$ cat src/rtl/uart_rx_if.sv
// rtl/uart_rx_if.sv - serial line and received-word signals of uart_rx
interface uart_rx_if;
    logic       ser_in;
    logic [7:0] data_out;
    logic       valid;
    logic       par_err;
    logic       frm_err;
    logic       busy;

    modport master (
        output ser_in,
        input  data_out, valid, par_err, frm_err, busy
    );

    modport slave (
        input  ser_in,
        output data_out, valid, par_err, frm_err, busy
    );
endinterface

$ cat src/rtl/uart_rx.sv
// rtl/uart_rx.sv - UART receiver: start, 8 data bits LSB first, even parity when UART_RX_PARITY_EN, stop
// Define UART_RX_PARITY_EN to include the parity bit in the frame; undefined gives start/8 data/stop.
module uart_rx #(
    parameter int CLKS_PER_BIT = 1
) (
    input  logic     i_clk,
    input  logic     i_rst,
    uart_rx_if.slave rx
);
    localparam int            CW   = $clog2(CLKS_PER_BIT + 1);
    localparam logic [CW-1:0] MID  = CW'((CLKS_PER_BIT - 1) / 2);
    localparam logic [CW-1:0] LAST = CW'(CLKS_PER_BIT - 1);
    localparam logic [CW-1:0] ONE  = CW'(1);

    typedef enum logic [2:0] {
        IDLE      = 3'd0,
        START     = 3'd1,
        DATA      = 3'd2,
`ifdef UART_RX_PARITY_EN
        PARITY    = 3'd3,
`endif
        STOP      = 3'd4,
        WAIT_IDLE = 3'd5
    } state_t;

    state_t        state_q, state_d;
    logic [CW-1:0] cyc_q, cyc_d, cyc_adv;
    logic [2:0]    idx_q, idx_d;
    logic [7:0]    shift_q, shift_d;
    logic [7:0]    data_q;
    logic          valid_q, frm_err_q;
    logic          fire;
    logic          sample, bit_end;
`ifdef UART_RX_PARITY_EN
    logic          par_q, par_d, par_err_q;
`endif

    // cyc_q is the offset within the current bit; it is 0 whenever the FSM sits in IDLE
    assign sample  = (cyc_q == MID);
    assign bit_end = (cyc_q == LAST);
    assign cyc_adv = bit_end ? '0 : cyc_q + ONE;

    always_comb begin
        state_d = state_q;
        cyc_d   = cyc_q;
        idx_d   = idx_q;
        shift_d = shift_q;
        fire    = 1'b0;
`ifdef UART_RX_PARITY_EN
        par_d   = par_q;
`endif
        case (state_q)
            IDLE: begin
                // The detect cycle already serves as the start sample when MID is 0
                if (!rx.ser_in) begin
                    shift_d = '0;
                    idx_d   = '0;
`ifdef UART_RX_PARITY_EN
                    par_d   = 1'b0;
`endif
                    cyc_d   = cyc_adv;
                    state_d = bit_end ? DATA : START;
                end
            end
            START: begin
                if (sample && rx.ser_in) begin
                    state_d = IDLE;
                    cyc_d   = '0;
                end else begin
                    cyc_d = cyc_adv;
                    if (bit_end) state_d = DATA;
                end
            end
            DATA: begin
                cyc_d = cyc_adv;
                if (sample) begin
                    shift_d[idx_q] = rx.ser_in;
`ifdef UART_RX_PARITY_EN
                    par_d = par_q ^ rx.ser_in;
`endif
                end
                if (bit_end) begin
                    if (idx_q == 3'd7) begin
                        idx_d = '0;
`ifdef UART_RX_PARITY_EN
                        state_d = PARITY;
`else
                        state_d = STOP;
`endif
                    end else begin
                        idx_d = idx_q + 3'd1;
                    end
                end
            end
`ifdef UART_RX_PARITY_EN
            PARITY: begin
                cyc_d = cyc_adv;
                if (sample) par_d = par_q ^ rx.ser_in;
                if (bit_end) state_d = STOP;
            end
`endif
            STOP: begin
                // Leave at the sample point so a following start bit can be caught at once
                cyc_d = cyc_adv;
                if (sample) begin
                    fire    = 1'b1;
                    cyc_d   = '0;
                    state_d = rx.ser_in ? IDLE : WAIT_IDLE;
                end
            end
            WAIT_IDLE: begin
                cyc_d = '0;
                if (rx.ser_in) state_d = IDLE;
            end
            default: begin
                state_d = IDLE;
                cyc_d   = '0;
            end
        endcase
    end

    always_ff @(posedge i_clk or posedge i_rst) begin
        if (i_rst) begin
            state_q   <= IDLE;
            cyc_q     <= '0;
            idx_q     <= '0;
            shift_q   <= '0;
            data_q    <= 8'h00;
            valid_q   <= 1'b0;
            frm_err_q <= 1'b0;
`ifdef UART_RX_PARITY_EN
            par_q     <= 1'b0;
            par_err_q <= 1'b0;
`endif
        end else begin
            state_q   <= state_d;
            cyc_q     <= cyc_d;
            idx_q     <= idx_d;
            shift_q   <= shift_d;
            valid_q   <= fire;
            frm_err_q <= fire & ~rx.ser_in;
`ifdef UART_RX_PARITY_EN
            par_q     <= par_d;
            par_err_q <= fire & par_q;
`endif
            if (fire) data_q <= shift_q;
        end
    end

    assign rx.data_out = data_q;
    assign rx.valid    = valid_q;
    assign rx.frm_err  = frm_err_q;
    assign rx.busy     = (state_q != IDLE);
`ifdef UART_RX_PARITY_EN
    assign rx.par_err  = par_err_q;
`else
    assign rx.par_err  = 1'b0;
`endif
endmodule

$ cat src/flat_wrapper.sv
// flat-port wrapper written by rule: the top's interface ports become plain ports
module uart_rx_flat 
#(
    parameter int CLKS_PER_BIT = 1
)
  (i_clk, i_rst, rx_ser_in, rx_data_out, rx_valid, rx_par_err, rx_frm_err, rx_busy);
  uart_rx_if rx_i ();
  input  logic i_clk;
  input  logic i_rst;
  input wire logic [$bits(rx_i.ser_in)-1:0] rx_ser_in;
  output wire logic [$bits(rx_i.data_out)-1:0] rx_data_out;
  output wire logic [$bits(rx_i.valid)-1:0] rx_valid;
  output wire logic [$bits(rx_i.par_err)-1:0] rx_par_err;
  output wire logic [$bits(rx_i.frm_err)-1:0] rx_frm_err;
  output wire logic [$bits(rx_i.busy)-1:0] rx_busy;
  assign rx_i.ser_in = rx_ser_in;
  assign rx_data_out = rx_i.data_out;
  assign rx_valid = rx_i.valid;
  assign rx_par_err = rx_i.par_err;
  assign rx_frm_err = rx_i.frm_err;
  assign rx_busy = rx_i.busy;
  uart_rx #(.CLKS_PER_BIT(CLKS_PER_BIT)) u_core (.i_clk(i_clk), .i_rst(i_rst), .rx(rx_i));
endmodule
$ cat config.mk
export PLATFORM = sky130hd
export DESIGN_NAME = uart_rx_flat
export DESIGN_NICKNAME = d
export VERILOG_FILES = /design/src/rtl/uart_rx_if.sv /design/src/rtl/uart_rx.sv /design/src/flat_wrapper.sv
export SDC_FILE = /design/constraint.sdc
export NUM_CORES = 1
export LEC_CHECK = 0
export BUFFER_PORTS_ARGS = -buffer_cell sky130_fd_sc_hd__buf_2
export CAP_MARGIN = 10
export CORE_UTILIZATION = 45
export CTS_BUF_LIST = sky130_fd_sc_hd__clkbuf_8
export DETAILED_ROUTE_END_ITERATION = 6
export GPL_TIMING_DRIVEN = 0
export HOLD_SLACK_MARGIN = 0.08
export PLACE_DENSITY = 0.7
export SYNTH_ARGS = -nofsm -noshare
export SYNTH_HDL_FRONTEND = slang
export SYNTH_SLANG_ARGS = --single-unit
export TNS_END_PERCENT = 20
$ cat constraint.sdc
create_clock -name i_clk -period 2.5 [get_ports i_clk]
set_input_delay 0.25 -clock i_clk [delete_from_list [all_inputs] [get_ports i_clk]]
set_output_delay 0.25 -clock i_clk [all_outputs]
set_load 0.01 [all_outputs]
Yosys cells after proc, flatten, opt, wreduce, memory -nomap -nowiden
Cells that the tools add are included.
{ "op_classes": {"eq_ne": 11, "muxes": 27, "bitwise": 3, "n_reduce_logical": 7, "order_cmp": 2, "add_sub_neg": 2} }
{ "ops": {"columns": ["operator", "n"], "rows": [
  ["$mux W3", 11],
  ["$mux W8", 2],
  ["$pmux W8 S2", 1],
  ["$pmux W3 S5", 1],
  ["$eq A3 B3 Y1 const B", 3],
  ["$bwmux W8", 1],
  ["$ne A2 B2 Y1 const B", 4],
  ["$mux W1", 7],
  ["$pmux W3 S2", 1],
  ["$reduce_and A6 Y1", 1],
  ["$lt A3 B4 Y1 const B", 1],
  ["$pmux W1 S4", 1],
  ["$add A3 B1 Y3 const B", 1],
  ["$demux W1 S3", 1],
  ["$eq A3 B1 Y1 const B", 1],
  ["$eq A3 B2 Y1 const B", 1],
  ["$ge A3 B1 Y1 const B", 1],
  ["$logic_not A3 Y1", 1],
  ["$ne A3 B3 Y1 const B", 1],
  ["$reduce_and A3 Y1", 1],
  ["$reduce_bool A3 Y1", 1],
  ["$logic_and A1 B1 Y1", 2],
  ["$mux W2", 1],
  ["$ne A2 B1 Y1 const B", 1],
  ["4 further kinds", 5]
]} }
{ "totals": {"regBits": 25, "out_inout_bits": 12, "word_cells": 59} }

Longest topological paths before layout
Gate-level depths: netlist of run 1.
{ "depth": {"word_depth": 7, "mapped_depth": 5, "mapped_depth_nobuf": 5} }

Worst setup path after synthesis of run 1
No wires, ideal clock.
{ "synth_path": {"kind": "reg2reg", "startpoint": "reg u_core.idx_q[0]", "endpoint": "reg u_core.shift_q[4]", "stages_incl_launch_ff": 5, "arrival_ns": 1.236, "n_path_buf": 1, "slack_ns": 1.143, "setup_ns": 0.121, "path_cell_list": "dfrtp_1 -> buf_2 -> nor3b_1 -> mux2_2 -> a22o_1"} }
{ "synth_via": {"elab_chain_cells": 7, "word_cells_on_any_way": 8, "classes_between": "order compare (2); mux (5); reduce/logical (1)"} }
{ "synth_rtl": {"columns": ["element", "line", "text"], "rows": [
  ["from (decl)", "uart_rx.sv:28", "logic [2:0] idx_q, idx_d;"],
  ["from (signal assigned)", "uart_rx.sv:138", "idx_q <= idx_d;"],
  ["$lt A3 B4 Y1 (not written as such) or $ge A3 B1 Y1 (tied branches)", "uart_rx.sv:77", "shift_d[idx_q] = rx.ser_in;"],
  ["$logic_and A1 B1 Y1 (not written as such)", "uart_rx.sv:77", null],
  ["$mux W1 (not written as such)", "uart_rx.sv:77", null],
  ["$demux W1 S3 *", null, null],
  ["$bwmux W8 *", "uart_rx.sv:77", null],
  ["$mux W8 *", "uart_rx.sv:76", "if (sample) begin"],
  ["$pmux W8 S2 *", "uart_rx.sv:52", "case (state_q)"],
  ["to (signal assigned)", "uart_rx.sv:139", "shift_q <= shift_d;"],
  ["to (decl)", "uart_rx.sv:29", "logic [7:0] shift_q, shift_d;"]
]} }
Mark *: on every way between the ends. The rest lies on a longest branch, timed or not. The select of a mux whose other input is x is not followed.
A chain may end at the register's enable or synchronous reset.

Worst setup path in the final report of run 1
{ "layout_path": {"startpoint": "reg u_core.state_q[2]", "endpoint": "out rx_busy"} }
{ "layout_via": {"elab_chain_cells": 1} }
{ "layout_rtl": {"columns": ["element", "line", "text"], "rows": [
  ["from (decl)", "uart_rx.sv:26", "state_t state_q, state_d;"],
  ["from (signal assigned)", "uart_rx.sv:136", "state_q <= state_d;"],
  ["$reduce_bool A3 Y1", "uart_rx.sv:153", "assign rx.busy = (state_q != IDLE);"],
  ["to (decl)", "flat_wrapper.sv:15", "output wire logic [$bits(rx_i.busy)-1:0] rx_busy;"]
]} }
No other way between the ends.

==> impl_results.md, run 1 <==
* Outcome: completed
* TritonCTS Buffers at 3
* Unique masters post-synth at 27
* Clk Latency, worst-skew pair at 0.26 ns
* Die W at 52.00 um
* CTS root buf: clkbuf_8
* CTS Buffer Depth at 2
* Number of synthesized flops with an enable pin at 0
* Primary FF master, synth: dfrtp_1
* GR Util All Layers at 0.1686
* Post-route ant nets at 0
* Max-Cap Viols at 0
* WP buf/inv at 1
* Peak VDD IR at ~0.63 mV
* NetSw at around 520 uW
* Placeable Area at around 2300 um^2
* ANT cells at 0
* Asr flop ratio synth at 1.000
* Clock sinks at 24
* First-pass GRT wire length at 3229 um
* Routed WL per cell at 13.44 um
* Post-synthesis register bit count at 24
* Inst Count DP at 135
* Mapped Cells at 95
* Gr ovfl total at 0
* Setup crit end kind: primary output
* Largest net degree at the start of global routing at 25
* Layout cell share with drive strength beyond 1 at 0.3273
* Final Setup Violations at 0
* Vias in the first global route at roughly 700
* Final hold viol count at 0
* Crit share post-route at 0.6026
* Worst path max stage delay at between 0.4 and 0.5 ns
* Post-cts gate resize count at 0
* Clock share of power at 0.147
* DRT Wirelength at 1855 um
* Setup ws final at just under 1 ns
* Leak pwr at ~0.59 nW
* WS Path Type: flip-flop to primary output
* Crit-path cells: or3_1 > buf_2
* Setup TNS at 0 ns
* Top delay family on crit path: flip-flops
* Worst EP required at between 2 and 2.5 ns
* Final non-filler cell total at roughly 140
* Post-Place Worst Slack at approximately 1.0 ns
* Min Tclk post-route at between 1.5 and 2 ns
* Switching Share at 0.3440
* Initial antenna violation count at 0
* Clk slew on worst S/H paths at 0.08 ns
* Clk_skew at between 0.003 and 0.004 ns
* GP Congestion at between 0.7 and 0.8
* Total I/O pin count at 15
* Router iterations before antenna repair at 4
* Hold_buf cts at 0
* Fillers at 193
* Mean Syn Cell Area at roughly 12 um^2
* Die area at approximately 2700 um^2
* Max-Slew Margin vs Limit at 0.4104
* Hold crit path type: input pin to async pin
* Post-CTS setup buffers at 0
* Post-Synthesis Cell Area at between 1000 and 1500 um^2
* Yosys warns at 0
* Hpwl dp at 1283 um
* Hold WS at ~0.17 ns
* # DRC at 0
* Pwr per Cell Area at between 1000 and 1500 nW/um^2
* Slowest stage cell, crit path: dfrtp_1
* Nets at about 120
* Arrival time of the worst setup path at between 1 and 1.5 ns
* Commonest non-fill, non-tap cell in the layout: dfrtp_1
* Htree depth at 1
* Max Fclk at approximately 660 MHz
* Via count at between 700 and 800
* Worst-path fanout max at 7
* Worst Setup Start Kind: flip-flop
* Logic pwr share at 0.423
* Initial Util at 0.4942
* Worst Tran Pin Value at a little under 0.9 ns
* Cell Rows at 17
* Sequential area share after synthesis at 0.5339
* Slew Limit Fails at 0
* Area growth, synth to finish at 12.12%
* Vias per inst at roughly 5.4
* Net count after synthesis at 100
* Drt initial violations at 8
* Most frequent cells in the layout: dfrtp_1 (24), buf_2 (17), mux2_2 (11)
* Die H at 52.00 um
* CTS tree: done
* Sequential share of power at 0.430
* RSZ-0062 raised after global routing: false
* Buffers on Ports at 12
* Internal at approximately 980 uW
==> cells by family after synthesis <==
group,after synthesis,share of synthesized area
other,1,0.003334
buffers and inverters,11,0.05895
muxes,11,0.1101
DFF,24,0.5339
AOI/OAI and AO/OA,16,0.1135
adders and majority gates,2,0.02224
and+or+nand+nor,30,0.1579
==> worst register-to-register path: cells and delay by family, from the launching register on <==
| family | cells | cell delay (ns) |
|---|---|---|
| AO/OA/AOI/OAI | 2 | 0.53 |
| AND/OR/NAND/NOR | 1 | 0.37 |
| flip-flops | 1 | 0.47 |
==> worst paths after layout <==
kind,endpoint,depth (start not counted),startpoint,slack (ns)
min reg2reg,u_core.rx.data_out[4],1,u_core.rx.data_out[4],0.51
max reg2reg,u_core.idx_q[1],3,u_core.state_q[2],1.02
max,rx_busy,2,u_core.state_q[2],0.99
min in group i_clk,u_core.state_q[0],2,rx_ser_in,0.24
min,u_core.state_q[1],2,i_rst,0.17
max in group asynchronous,u_core.shift_q[5],2,i_rst,1.79
==> routing by layer <==
metal  track usage  wire length (um)  vias up
met5             0                 0        -
met1        0.2326               892      356
li1              -                 -      377
met4        0.1081                33        0
met3       0.02632                64        4
met2        0.2436               864       13
==> state kept, by name, indices dropped and copies added (netlist names) <==
signal              flops
u_core.state_q          3
u_core.idx_q            3
u_core.rx.valid         1
u_core.shift_q          8
u_core.rx.data_out      8
u_core.rx.frm_err       1
==> synth_stat cells, types with 2 or more instances <==
master / instances / share of area
inv_1: 2 / 0.0067
o211ai_1: 5 / 0.033
mux2_2: 11 / 0.11
buf_6: 2 / 0.020
a32o_1: 3 / 0.027
nand3b_1: 3 / 0.020
nand3_1: 5 / 0.022
nor2_1: 6 / 0.020
nor3b_1: 5 / 0.033
dfrtp_1: 24 / 0.53
or3_1: 2 / 0.011
buf_2: 5 / 0.022
a22o_1: 3 / 0.023
nand2_1: 5 / 0.017
ha_1: 2 / 0.022
==> power by group through the flow <==
stage / logic, mW / registers, mW / clock network [mW]
floorplan: 0.459 / 0.666 / 0
global placement: 0.616 / 0.645 / 0
detailed placement: 0.639 / 0.654 / 0
CTS: 0.641 / 0.646 / 0.228
global route: 0.721 / 0.668 / 0.237
finish: 0.634 / 0.644 / 0.220
==> cell type report <==
class,count,area (um^2),area share
multi-input cells,60,457.9,0.3631
inverters,2,7.507,0.005952
flip-flops and latches,24,600.6,0.4762
well taps,28,35.03,0.02778
clock buffers,3,41.29,0.03274
plain buffers,9,58.81,0.04663
repair buffers,12,60.06,0.04762
==> stage by stage <==
| step | instance area (um^2) | power (mW) | utilization |
|---|---|---|---|
| floorplan | 1125 | 1.124 | - |
| detailed placement | 1220 | 1.294 | 0.5360 |
| finish | 1261 | 1.499 | 0.5542 |
| global route | 1261 | 1.626 | 0.5542 |
| global placement | 1220 | 1.261 | 0.5360 |
| CTS | 1261 | 1.514 | 0.5542 |
Note: power is estimated with default switching activity, not from simulation.
==> run 2, diff against run 1 <==
--- a/config.mk
+++ b/config.mk
@@ -12,7 +12,7 @@
 export DETAILED_ROUTE_END_ITERATION = 6
 export GPL_TIMING_DRIVEN = 0
 export HOLD_SLACK_MARGIN = 0.08
-export PLACE_DENSITY = 0.7
+export PLACE_DENSITY = 0.72
 export SYNTH_ARGS = -nofsm -noshare
 export SYNTH_HDL_FRONTEND = slang
 export SYNTH_SLANG_ARGS = --single-unit
==> constraint.sdc (replaced) <==
create_clock -name i_clk -period 1.3 [get_ports i_clk]
set_input_delay 0.13 -clock i_clk [delete_from_list [all_inputs] [get_ports i_clk]]
set_output_delay 0.13 -clock i_clk [all_outputs]
set_load 0.01 [all_outputs]
==> run 2 against run 1 <==
The flow now finishes with violations (setup timing); hold slack got worse by 0.041 ns; largest power group is now combinational cells; clock skew rose by 0.0028 ns; design area grew 19%; via count increased by 11%; critical endpoint is now u_core.shift_q[1]; largest cell class unchanged.
==> impl_results.md, run 2 (synthesis gave the netlist of run 1 again) <==
* Setup TNS at -0.1505 ns (was 0 ns)
* Hold WS at 0.1244 ns (was 0.1651 ns)
* Logic pwr share at 0.452 (was 0.423)
* Cell Rows at 17 (unchanged)
* Fin util at 0.6570 (was 0.5542)
* Final hold viol count at 0 (unchanged)
* Inst Count DP at 135 (unchanged)
* Final non-filler cell total at 152 (was 138)
* Via count at 832 (was 750)
* Largest net degree at the start of global routing at 25 (unchanged)
* Die area at 2703 um^2 (unchanged)
* Die W at 52.00 um (unchanged)
* Min Tclk post-route at 1.344 ns
* Routed WL per cell at 13.88 um (was 13.44 um)
* Crit share post-route at 1.034
* Clk slew on worst S/H paths at 0.09 ns (was 0.08 ns)
* Post-Place Worst Slack at -0.1471 ns (was 1.038 ns)
* Worst Reg-to-Reg Cells at 4 (was 3)
* # DRC at 0 (unchanged)
* Initial antenna violation count at 0 (unchanged)
* Slew Limit Fails at 0 (unchanged)
* TritonCTS Buffers at 3 (unchanged)
* Min-Delay Path Depth at 2
* RSZ-0062 raised after global routing: true (was false)
* Most frequent cells in the layout: dfrtp_1 (22), buf_4 (14), buf_2 (13) (was dfrtp_1 (24), buf_2 (17), mux2_2 (11))
* Commonest non-fill, non-tap cell in the layout: dfrtp_1 (unchanged)
* Clk_skew at 0.006376 ns (was 0.003595 ns)
* Clock share of power at 0.184 (was 0.147)
* Arrival time of the worst setup path at 1.50 ns (was 1.26 ns)
* Max-Cap Viols at 0 (unchanged)
* NetSw at 1.129 mW (was 515.8 uW)
* Total I/O pin count at 15 (unchanged)
* Outcome: finished, violations left (was completed)
* Htree depth at 1 (unchanged)
* Worst-path fanout max at 7 (unchanged)
* ANT cells at 0 (unchanged)
* Worst Tran Pin Value at 0.5116 ns (was 0.8835 ns)
* Layout cell share with drive strength beyond 1 at 0.4677 (was 0.3273)
* First-pass GRT wire length at 3325 um (was 3229 um)
* Nets at 130 (was 117)
* DRT Wirelength at 2109 um (was 1855 um)
* Area after DPL at 1247 um^2 (was 1220 um^2)
* Clock sinks at 24 (unchanged)
* Peak VDD IR at 1.322 mV (was 0.6315 mV)
* Area growth, synth to finish at 32.93% (was 12.12%)
* Max Fclk at between 700 and 800 MHz
* Leak pwr at 0.7113 nW (was 0.5922 nW)
* CTS root buf: clkbuf_8 (unchanged)
* Post-route ant nets at 0 (unchanged)
* Initial Util at 0.4942 (unchanged)
* CTS tree: done (unchanged)
* CTS Buffer Depth at 2 (unchanged)
* Clk Latency, worst-skew pair at 0.27 ns (was 0.26 ns)
* WS Path Type: flip-flop to flip-flop (was flip-flop to primary output)
* Final Setup Violations at 5 (was 0)
* Gr ovfl total at 0 (unchanged)
* Sequential share of power at 0.364 (was 0.430)
* Die H at 52.00 um (unchanged)
* Power Total at 3.551 mW (was 1.499 mW)
* Placeable Area at 2276 um^2 (unchanged)
* Router iterations before antenna repair at 4 (unchanged)
* Worst Setup Start Kind: flip-flop (unchanged)
* Failing checks: setup timing
* GR Util All Layers at 0.1691 (was 0.1686)
* Drt initial violations at 12 (was 8)
* Vias in the first global route at 769 (was 702)
* GP Congestion at 0.7885 (was 0.7616)
* Internal at 2.422 mW (was 983.4 uW)
* Setup crit end kind: flip-flop (was primary output)
* Hpwl dp at 1276 um (was 1283 um)
* Vias per inst at 5.474 (was 5.435)
* Buffers on Ports at 12 (unchanged)
* Hold crit path type: input pin to flip-flop (was input pin to async pin)
* Switching Share at 0.3178 (was 0.3440)
* Pwr per Cell Area at 2375 nW/um^2 (was 1189 nW/um^2)
* Setup ws final at -0.04407 ns (was 0.9934 ns)
* Worst EP required at 1.46 ns (was 2.25 ns)
* Max-Slew Margin vs Limit at 0.6582 (was 0.4104)
* Post-route cell area at 1495 um^2 (was 1261 um^2)
-- run 2: layer usage --
metal | GRT usage | vias up | part of all wire | wire length (um)
li1 | - | 401 | - | -
met1 | 0.2148 | 408 | 0.49 | 1035
met2 | 0.2692 | 19 | 0.46 | 967
met3 | 0.03509 | 4 | 0.036 | 75
met4 | 0.08559 | 0 | 0.015 | 31
met5 | 0 | - | 0 | 0
-- run 2: repair_timing --
action / in CTS / in global routing
hold buffers: 1 / 0
setup buffers: 5 / 9
gates resized for setup: 16 / 3
setup endpoints to repair: 17 / 43
endpoints found under the hold margin: 24 / 0
pin swaps: 3 / 2
-- run 2: worst paths after layout --
check | from | to | slack (ns)
worst max-delay path | u_core.idx_q[1] | u_core.shift_q[1] | -0.04
worst min-delay path | rx_ser_in | u_core.state_q[0] | 0.12
worst max register to register | u_core.idx_q[1] | u_core.shift_q[1] | -0.04
worst min register to register | u_core.rx.data_out[0] | u_core.rx.data_out[0] | 0.51
max in group asynchronous | i_rst | u_core.state_q[1] | 0.53
min in group asynchronous | i_rst | u_core.shift_q[0] | 0.44
-- run 2: layout make-up --
type	count	area (um^2)
sequential	24	603.1
tap	28	35.03
multi-input combinational	60	525.5
timing repair buffer	27	187.7
inverter	2	11.26
fill	162	780.7
clock inverter	1	30.03
buffer	7	61.31
clock buffer	3	41.29
-- run 2: worst max-delay path: stages, from the launching register on --
cell and delay [ns]:
dfrtp_1 0.40, buf_6 0.14, nor3b_2 0.20, mux2_4 0.31, a22o_1 0.18
-- run 2: power groups by stage --
| stage | combinational (mW) | sequential [mW] | clock, mW |
|---|---|---|---|
| finish | 1.61 | 1.29 | 0.652 |
| global route | 1.75 | 1.33 | 0.697 |
| CTS | 1.39 | 1.30 | 0.668 |
| detailed placement | 1.28 | 1.27 | 0 |
| global placement | 1.25 | 1.25 | 0 |
| floorplan | 0.943 | 1.29 | 0 |
==> run 3, diff against run 2 <==
==> constraint.sdc (replaced) <==
create_clock -name i_clk -period 1.3 [get_ports i_clk]
set_input_delay 0.26 -clock i_clk [delete_from_list [all_inputs] [get_ports i_clk]]
set_output_delay 0.26 -clock i_clk [all_outputs]
set_load 0.01 [all_outputs]
==> run 3 against run 2 <==
The flow still finishes with violations (setup timing); via count down 1.4%; largest cell class unchanged; highest routed layer unchanged; sequential share of layout area increased by 0.79 points; global-route usage up 0.19 points; clock power decreased by 0.9%.
==> impl_results.md, run 3 (synthesis gave the netlist of run 1 again) <==
* Post-route ant nets at 0 (unchanged)
* Hold crit path type: input pin to async pin (was input pin to flip-flop)
* Worst Setup Start Kind: flip-flop (unchanged)
* Setup crit end kind: primary output (was flip-flop)
* Clk_skew at 0.007213 ns (was 0.006376 ns)
* Slowest stage cell, crit path: dfrtp_2 (was dfrtp_1)
* Initial antenna violation count at 0 (unchanged)
* Die area at 2703 um^2 (unchanged)
* Final non-filler cell total at 149 (was 152)
* Buffers on Ports at 12 (unchanged)
* TritonCTS Buffers at 3 (unchanged)
* Setup TNS at -0.4924 ns (was -0.1505 ns)
* Crit-path cells: or3_1 > buf_2 (was buf_6 > nor3b_2 > mux2_4 > a22o_1)
* Vias per inst at 5.503 (was 5.474)
* Routed WL per cell at 14.26 um (was 13.88 um)
* Layout cell share with drive strength beyond 1 at 0.4628 (was 0.4677)
* Clk Latency, worst-skew pair at 0.27 ns (about the same)
* Final hold viol count at 0 (unchanged)
* Sequential share of power at 0.367 (was 0.364)
* Logic pwr share at 0.450 (was 0.452)
* Leak pwr at 0.7024 nW (was 0.7113 nW)
* Most frequent cells in the layout: dfrtp_1 (22), buf_2 (13), buf_4 (12) (was dfrtp_1 (22), buf_4 (14), buf_2 (13))
* Peak VDD IR at 1.257 mV (was 1.322 mV)
* ANT cells at 0 (unchanged)
* NetSw at 1.122 mW (was 1.129 mW)
* Htree depth at 1 (unchanged)
* Final Setup Violations at 8 (was 5)
* Initial Util at 0.4942 (unchanged)
* Cell Rows at 17 (unchanged)
* Hold WS at 0.1616 ns (was 0.1244 ns)
* Crit share post-route at 1.123 (was 1.034)
* Gr ovfl total at 0 (unchanged)
* Fillers at 168 (was 162)
* # DRC at 0 (unchanged)
* Worst EP required at 1.04 ns (was 1.46 ns)
* Max-Slew Margin vs Limit at 0.4188 (was 0.6582)
* DRT Wirelength at 2124 um (was 2109 um)
* CTS Buffer Depth at 2 (unchanged)
* Clk slew on worst S/H paths at 0.09 ns (about the same)
* Min Tclk post-route at 1.459 ns (was 1.344 ns)
* Inst Count DP at 135 (unchanged)
* GR Util All Layers at 0.1710 (was 0.1691)
* Total I/O pin count at 15 (unchanged)
* GP Congestion at 0.7885 (unchanged)
* Internal at 2.405 mW (was 2.422 mW)
* Placeable Area at 2276 um^2 (unchanged)
* Switching Share at 0.3180 (was 0.3178)
* Worst-path fanout max at 4 (was 7)
* Pwr per Cell Area at 2405 nW/um^2 (was 2375 nW/um^2)
* Clock share of power at 0.183 (was 0.184)
* Worst Tran Pin Value at 0.8709 ns (was 0.5116 ns)
* Router iterations before antenna repair at 4 (unchanged)
* Vias in the first global route at 747 (was 769)
* CTS tree: done (unchanged)
* First-pass GRT wire length at 3312 um (was 3325 um)
* Drt initial violations at 5 (was 12)
* Hold_buf cts at 0 (was 1)
* Top delay family on crit path: flip-flops (unchanged)
* Slew Limit Fails at 0 (unchanged)
* CTS root buf: clkbuf_8 (unchanged)
* Area growth, synth to finish at 30.37% (was 32.93%)
* Commonest non-fill, non-tap cell in the layout: dfrtp_1 (unchanged)
* WS Path Type: flip-flop to primary output (was flip-flop to flip-flop)
* Clock sinks at 24 (unchanged)
* Die H at 52.00 um (unchanged)
* Hpwl dp at 1276 um (unchanged)
* Arrival time of the worst setup path at 1.20 ns (was 1.50 ns)
* Via count at 820 (was 832)
* WP buf/inv at 1 (unchanged)
* Failing checks: setup timing (unchanged)
* Setup ws final at -0.1594 ns (was -0.04407 ns)
* Worst path max stage delay at 0.43 ns (was 0.40 ns)
* Max Fclk at 685.2 MHz (was 744.0 MHz)
* R2r setup slk at -0.07 ns (was -0.04 ns)
* Die W at 52.00 um (unchanged)
* RSZ-0062 raised after global routing: true (unchanged)
* Max-Cap Viols at 0 (unchanged)
* Largest net degree at the start of global routing at 25 (unchanged)
* Nets at 127 (was 130)
* Outcome: finished, violations left (unchanged)
run 3: cell types whose count changed in the layout (fill, tap and decap cells not counted):
cell | previous run | this run
or3_4 | 0 | 1
clkinvlp_4 | 1 | 0
dlygate4sd3_1 | 1 | 0
inv_1 | 1 | 2
buf_4 | 14 | 12
nor2_1 | 5 | 6
or3_1 | 2 | 1
mux2_2 | 0 | 1
nor2_2 | 1 | 0
clkbuf_2 | 0 | 1
buf_1 | 1 | 0
mux2_4 | 11 | 10
run 3: worst register-to-register path, delay by kind of cell, from the launching register on:
family | cells | cell delay [ns]
AO/OA/AOI/OAI | 2 | 0.51
AND/OR/NAND/NOR | 1 | 0.32
flip-flops | 1 | 0.43
run 3: metal layers:
metal | global-route usage | vias up | part of all wire
met4 | 0.1081 | 0 | 0.014
met1 | 0.2185 | 407 | 0.45
met5 | 0 | - | 0
met2 | 0.2607 | 20 | 0.49
met3 | 0.03509 | 4 | 0.042
li1 | - | 389 | -
run 3: through the flow:
step / setup slack, ns / power, mW / area (um^2) / utilization
finish: -0.1594 / 3.527 / 1466 / 0.6443
global route: -0.1948 / 3.762 / 1466 / 0.6443
CTS: -0.2096 / 3.236 / 1369 / 0.6014
detailed placement: -0.1471 / 2.551 / 1247 / 0.5481
global placement: -0.1247 / 2.494 / 1247 / 0.5481
floorplan: -0.001106 / 2.230 / 1152 / -
run 3: path summary, 6_finish.rpt:
check,from,endpoint,cells past startpoint
worst min-delay path,i_rst,u_core.shift_q[0],2
worst min register to register,u_core.rx.data_out[0],u_core.rx.data_out[0],1
worst max register to register,u_core.state_q[2],u_core.idx_q[1],3
worst max-delay path,u_core.state_q[2],rx_busy,2
max in group asynchronous,i_rst,u_core.state_q[2],2
min in group i_clk,rx_ser_in,u_core.rx.frm_err,2
run 3: power groups by stage:
stage | Combinational [mW] | Clock [mW] | Sequential, mW
after floorplan | 0.943 | 0 | 1.29
after global placement | 1.25 | 0 | 1.25
after detailed placement | 1.28 | 0 | 1.27
after CTS | 1.29 | 0.668 | 1.28
after global routing | 1.73 | 0.698 | 1.33
final | 1.59 | 0.646 | 1.29
run 3: cell type report:
| cell class | count | area (um^2) | share of cell area |
|---|---|---|---|
| clock buffer | 3 | 41.29 | 0.02816 |
| tap | 28 | 35.03 | 0.02389 |
| timing repair buffer | 25 | 173.9 | 0.1186 |
| clock inverter | 1 | 30.03 | 0.02048 |
| sequential | 24 | 603.1 | 0.4113 |
| multi-input combinational | 60 | 524.3 | 0.3575 |
| inverter | 2 | 7.507 | 0.005119 |
| buffer | 6 | 51.30 | 0.03498 |
run 3: what timing repair did:
item / in CTS / in global routing
endpoints found under the setup margin: 17 / 21
buffers inserted: 5 / 8
pin swaps: 3 / 5
gates resized for setup: 2 / 18
